==> src/rtl/bcd2bin_seq.sv <==
// Sequential BCD-to-binary converter using reverse double-dabble.
// One result bit per clock, with a start/busy/done handshake and rejection of non-BCD digits.
module bcd2bin_seq #(
    parameter int NDIG  = 3,
    parameter int BIN_W = 10
) (
    input  logic              clk,
    input  logic              rst_n,
    input  logic              start,
    input  logic [4*NDIG-1:0] bcd_in,
    output logic [BIN_W-1:0]  binary,
    output logic              busy,
    output logic              done,
    output logic              erro
);

    localparam int DW = 4 * NDIG;
    localparam int SW = DW + BIN_W;
    localparam int CW = $clog2(BIN_W + 1);
    localparam logic [CW-1:0] LAST = CW'(BIN_W - 1);

    typedef enum logic [1:0] {
        IDLE,
        SHIFT,
        FIM
    } state_t;

    state_t           state_q, state_d;
    logic [SW-1:0]    sr_q, sr_d;
    logic [CW-1:0]    cnt_q, cnt_d;
    logic [BIN_W-1:0] bin_q, bin_d;
    logic             busy_q, busy_d;
    logic             erro_q, erro_d;

    logic [SW-1:0]    sh;
    logic             bad_digit;

    // Shift right, then pull every digit that reached 8+ back down by 3.
    always_comb begin
        sh = sr_q >> 1;
        for (int g = 0; g < NDIG; g++) begin
            if (sh[BIN_W+4*g +: 4] >= 4'd8)
                sh[BIN_W+4*g +: 4] = sh[BIN_W+4*g +: 4] - 4'd3;
        end
    end

    always_comb begin
        bad_digit = 1'b0;
        for (int g = 0; g < NDIG; g++) begin
            if (bcd_in[4*g +: 4] > 4'd9)
                bad_digit = 1'b1;
        end
    end

    always_comb begin
        state_d = state_q;
        sr_d    = sr_q;
        cnt_d   = cnt_q;
        bin_d   = bin_q;
        busy_d  = busy_q;
        erro_d  = erro_q;
        unique case (state_q)
            IDLE: begin
                if (start) begin
                    if (bad_digit) begin
                        erro_d  = 1'b1;
                        bin_d   = '0;
                        state_d = FIM;
                    end else begin
                        sr_d    = {bcd_in, {BIN_W{1'b0}}};
                        cnt_d   = '0;
                        erro_d  = 1'b0;
                        busy_d  = 1'b1;
                        state_d = SHIFT;
                    end
                end
            end
            SHIFT: begin
                sr_d  = sh;
                cnt_d = cnt_q + 1'b1;
                if (cnt_q == LAST) begin
                    bin_d   = sh[BIN_W-1:0];
                    busy_d  = 1'b0;
                    state_d = FIM;
                end
            end
            FIM: begin
                state_d = IDLE;
            end
            default: begin
                state_d = IDLE;
            end
        endcase
    end

    always_ff @(posedge clk or negedge rst_n) begin
        if (!rst_n) begin
            state_q <= IDLE;
            sr_q    <= '0;
            cnt_q   <= '0;
            bin_q   <= '0;
            busy_q  <= 1'b0;
            erro_q  <= 1'b0;
        end else begin
            state_q <= state_d;
            sr_q    <= sr_d;
            cnt_q   <= cnt_d;
            bin_q   <= bin_d;
            busy_q  <= busy_d;
            erro_q  <= erro_d;
        end
    end

    // Every BCD digit must be fully drained once the last bit is shifted out.
    always @(posedge clk) begin
        if (rst_n && state_q == SHIFT && cnt_q == LAST)
            assert (sh[SW-1:BIN_W] == '0);
    end

    assign binary = bin_q;
    assign busy   = busy_q;
    assign erro   = erro_q;
    assign done   = (state_q == FIM);

endmodule
==> config.mk <==
export PLATFORM = sky130hd
export DESIGN_NAME = bcd2bin_seq
export DESIGN_NICKNAME = d
export VERILOG_FILES = /design/src/rtl/bcd2bin_seq.sv
export SDC_FILE = /design/constraint.sdc
export NUM_CORES = 1
export LEC_CHECK = 0
export BUFFER_PORTS_ARGS = -buffer_cell sky130_fd_sc_hd__buf_2
export CORE_ASPECT_RATIO = 0.5
export CORE_MARGIN = 1.5
export CORE_UTILIZATION = 35
export CTS_BUF_LIST = sky130_fd_sc_hd__clkbuf_2 sky130_fd_sc_hd__clkbuf_4 sky130_fd_sc_hd__clkbuf_8
export CTS_CLUSTER_DIAMETER = 200
export DETAILED_ROUTE_END_ITERATION = 7
export GPL_TIMING_DRIVEN = 0
export MAX_ROUTING_LAYER = met4
export SYNTH_ARGS = -nofsm -noshare
export SYNTH_HDL_FRONTEND = slang
export SYNTH_SLANG_ARGS = --single-unit
==> constraint.sdc <==
create_clock -name clk -period 1.8 [get_ports clk]
set_input_delay 0.36 -clock clk [delete_from_list [all_inputs] [get_ports clk]]
set_output_delay 0.36 -clock clk [all_outputs]
set_load 0.005 [all_outputs]
==> metrics.md <==
| Metric | Value |
|---|---|
| Final GP Congestion | `approximately 0.81` |
| Total gr overflow | `0` |
| Total Power | `3.24 mW` |
| Syn-to-layout area delta | `20.3%` |
| Die area | `0.00545 mm2` |
| Crit Path Max Fanout | `10` |
| Max-cap viol count | `0` |
| Post-CTS sizing | `0` |
| Critical path endpoint category | `register` |
| Layout cells sized above 1 | `0.214` |
| Share of the core filled with cells | `0.458` |
| Synthesis Warnings | `0` |
| Largest net degree at the start of global routing | `40` |
| CTS root buffer | `clkbuf_8` |
| Top cells by area, synth | `dfrtp_1, a22o_1, ha_1` |
| #FFs+latches synth | `39` |
| Final clock skew | `roughly 0.010 ns` |
| Syn nets | `approximately 180` |
| Hold Path Class | `in2async` |
| First-pass GRT wire length | `around 6300 um` |
| Leak | `1.02 nW` |
| Final #Nets | `approximately 210` |
| Critical path class | `reg2reg` |
| Post-synthesis area per instance | `approximately 11 um2` |
| Worst EP required | `approximately 2 ns` |
| Vias in the first global route | `~1300` |
| CTS Sinks | `39` |
| Routed wire length | `3760 um` |
| Worst Path Arrival | `1.83 ns` |
| DR WL/cell | `14.6 um` |
| Crit path time final | `1.62 ns` |
| Flop pwr share | `0.437` |
| Reg-to-Reg Start | `state_q[0]` |
| Reg2Reg Depth | `6` |
| Placed instance area | `between 0.0015 and 0.002 mm2` |
| Setup violations, final | `0` |
| # fillers | `between 400 and 500` |
| Synth unique cells | `27` |
| Max Slew Vio Count | `0` |
| Total Neg Setup Slack | `0 ns` |
| Final period util | `0.903` |
| HPWL Detailed | `about 2500 um` |
| Ports | `28` |
| Peak supply drop | `roughly 0.46 mV` |
| Post-synth top area cell | `dfrtp_1` |
| Starting Density | `0.380` |
| CTS max path bufs | `2` |
| Startpoint Class | `register` |
| RSZ-0062 raised after global routing | `false` |
| Clock latency at the later pin of the worst-skew pair | `0.29 ns` |
| Cell-internal power | `2.15 mW` |
| Total global routing track utilization | `0.163` |
| FF-to-FF setup slack | `~0.18 ns` |
| CTS tree | `yes` |
| Number of buffers created by CTS | `5` |
| Worst-Margin Slew | `approximately 0.85 ns` |
| Fin. Hold Viols | `0` |
| Net Sw Power | `around 1.1 mW` |
| WHS | `0.175 ns` |
| Outcome | `completed` |
| Detailed Routing Iterations Pass 1 | `4` |
| Starting DRC count in detailed routing | `42` |
| H-Tree Depth | `2` |
| Initial antenna violation count | `0` |
| Top cell type's share of synthesized area | `0.558` |
| Row count | `17` |
| Combinational share of power | `0.296` |
| Final instance area | `~0.0021 mm2` |
| Die Wd | `approximately 100 um` |
| Rel. slew slack | `0.431` |
| Port bufs | `27` |
| Final antenna-violating net count | `0` |
| Inserted Diodes | `0` |
| Synthesized area | `about 0.0017 mm2` |
| Final routed DRC violation total | `0` |
| Max Freq | `roughly 600 MHz` |
| Worst reg2reg endpoint | `sr_q[18]` |
| Power density over cell area | `between 1500 and 2000 mW/mm2` |
| Core Footprint | `between 0.004 and 0.005 mm2` |
| Cells after synthesis | `between 150 and 200` |
| Via density | `4.98` |
| Hold-fix buffers, CTS | `0` |
| CTS clk-pin slew, worst paths | `about 0.090 ns` |
| Post CTS Setup Buffer Count | `0` |
| Die H | `roughly 53 um` |
| Clk pwr share | `0.266` |
| Routed vias | `~1300` |
| Register area share after synthesis | `0.558` |
| Sw Share | `0.336` |
cells in the final DEF, fill, tap and decap left out:
master and count:
a22o_1 20, xor2_1 2, o21ai_0 2, a21o_1 1, nand3b_1 1, ha_1 6, a31oi_1 1, nand2_1 11
a41oi_1 1, nor2b_1 4, dfrtp_1 39, xnor2_1 4, a21oi_1 5, o21ai_1 12, nand3_1 1, mux2i_1 7
clkbuf_8 5, nand2b_1 4, clkbuf_1 3, buf_2 31, inv_1 7, a221o_1 2, nor2_1 14, buf_4 1
nand4_1 2, bufinv_16 2, clkinvlp_4 1, nor3b_2 1, o32a_1 1, nor3_1 1
critical path: stages, from the launching register on:
cell and delay (ns):
dfrtp_1 0.46, nor2b_1 0.16, buf_4 0.19, a41oi_1 0.26, buf_2 0.30, nand2_1 0.09
o21ai_1 0.09
worst max-delay path by stage:
stage                from         to  slack (ns)  cells past startpoint
4_1_cts        state_q[0]   sr_q[18]        0.19                      6
2_1_floorplan  state_q[0]   sr_q[11]        0.41                      5
6_report       state_q[0]   sr_q[18]        0.18                      6
3_3_place_gp    bcd_in[6]   sr_q[11]        0.03                      5
5_1_grt          cnt_q[1]  binary[4]        0.03                      6
3_5_place_dp    bcd_in[6]   sr_q[11]        0.04                      5
power by group through the flow:
stage	clock, mW	sequential [mW]	combinational, mW
after floorplan	0	1.36	0.731
after global placement	0	1.42	0.934
after detailed placement	0	1.43	0.970
after CTS	0.884	1.41	0.976
after global routing	0.938	1.45	1.09
final	0.864	1.42	0.961
stage by stage:
stage                     setup WS, ns  instances
final                            0.175        258
after global routing            0.0300        258
after CTS                        0.187        258
after detailed placement        0.0381        250
after global placement          0.0317        250
after floorplan                  0.413        157
cell type report:
type / count / area [um2] / area share
buffer: 8 / 38.8 / 0.0185
clock buffer: 5 / 68.8 / 0.0327
multi-input combinational: 103 / 707 / 0.336
sequential: 39 / 976 / 0.464
inverter: 7 / 26.3 / 0.0125
tap: 66 / 82.6 / 0.0393
timing repair buffer: 27 / 135 / 0.0643
clock inverter: 3 / 67.6 / 0.0321
per-layer routing:
| metal | wire [um] | GRT usage | vias to the layer above | share of wire |
|---|---|---|---|---|
| li1 | - | - | 619 | - |
| met1 | 1900 | 0.215 | 639 | 0.50 |
| met2 | 1670 | 0.227 | 26 | 0.45 |
| met3 | 170 | 0.0608 | 2 | 0.045 |
| met4 | 17 | 0.0631 | 0 | 0.0045 |
| met5 | 0 | - | - | 0 |
cell usage after synthesis, drive strengths merged:
library cell	instances
a41oi	1
nor3b	1
xor2	2
a221o	2
nor2	14
o32a	1
nand4	2
xnor2	4
nand3	1
a31oi	1
nor3	1
nand3b	1
nand2b	4
clkbuf	3
nand2	11
dfrtp	39
a22o	20
buf	5
mux2i	7
o21ai	14
a21o	1
nor2b	4
inv	7
ha	6
a21oi	5
state kept, by name, indices dropped and copies added, names as in the netlist:
register and flops:
erro 1, cnt_q 4, sr_q 21, binary 10, busy 1, state_q 2
cells by family (layout without fill, tap and decap cells):
| family | after synthesis | count (layout) | share of synthesized area |
|---|---|---|---|
| AND/OR/NAND/NOR | 39 | 39 | 0.107 |
| AO/OA/AOI/OAI | 45 | 45 | 0.185 |
| adder cells (fa/ha/maj) | 6 | 6 | 0.0429 |
| flip-flops | 39 | 39 | 0.558 |
| multiplexers | 7 | 7 | 0.0401 |
| buffers and inverters | 15 | 50 | 0.0372 |
| XOR/XNOR | 6 | 6 | 0.0301 |
Note: power is estimated with default switching activity, not from simulation.
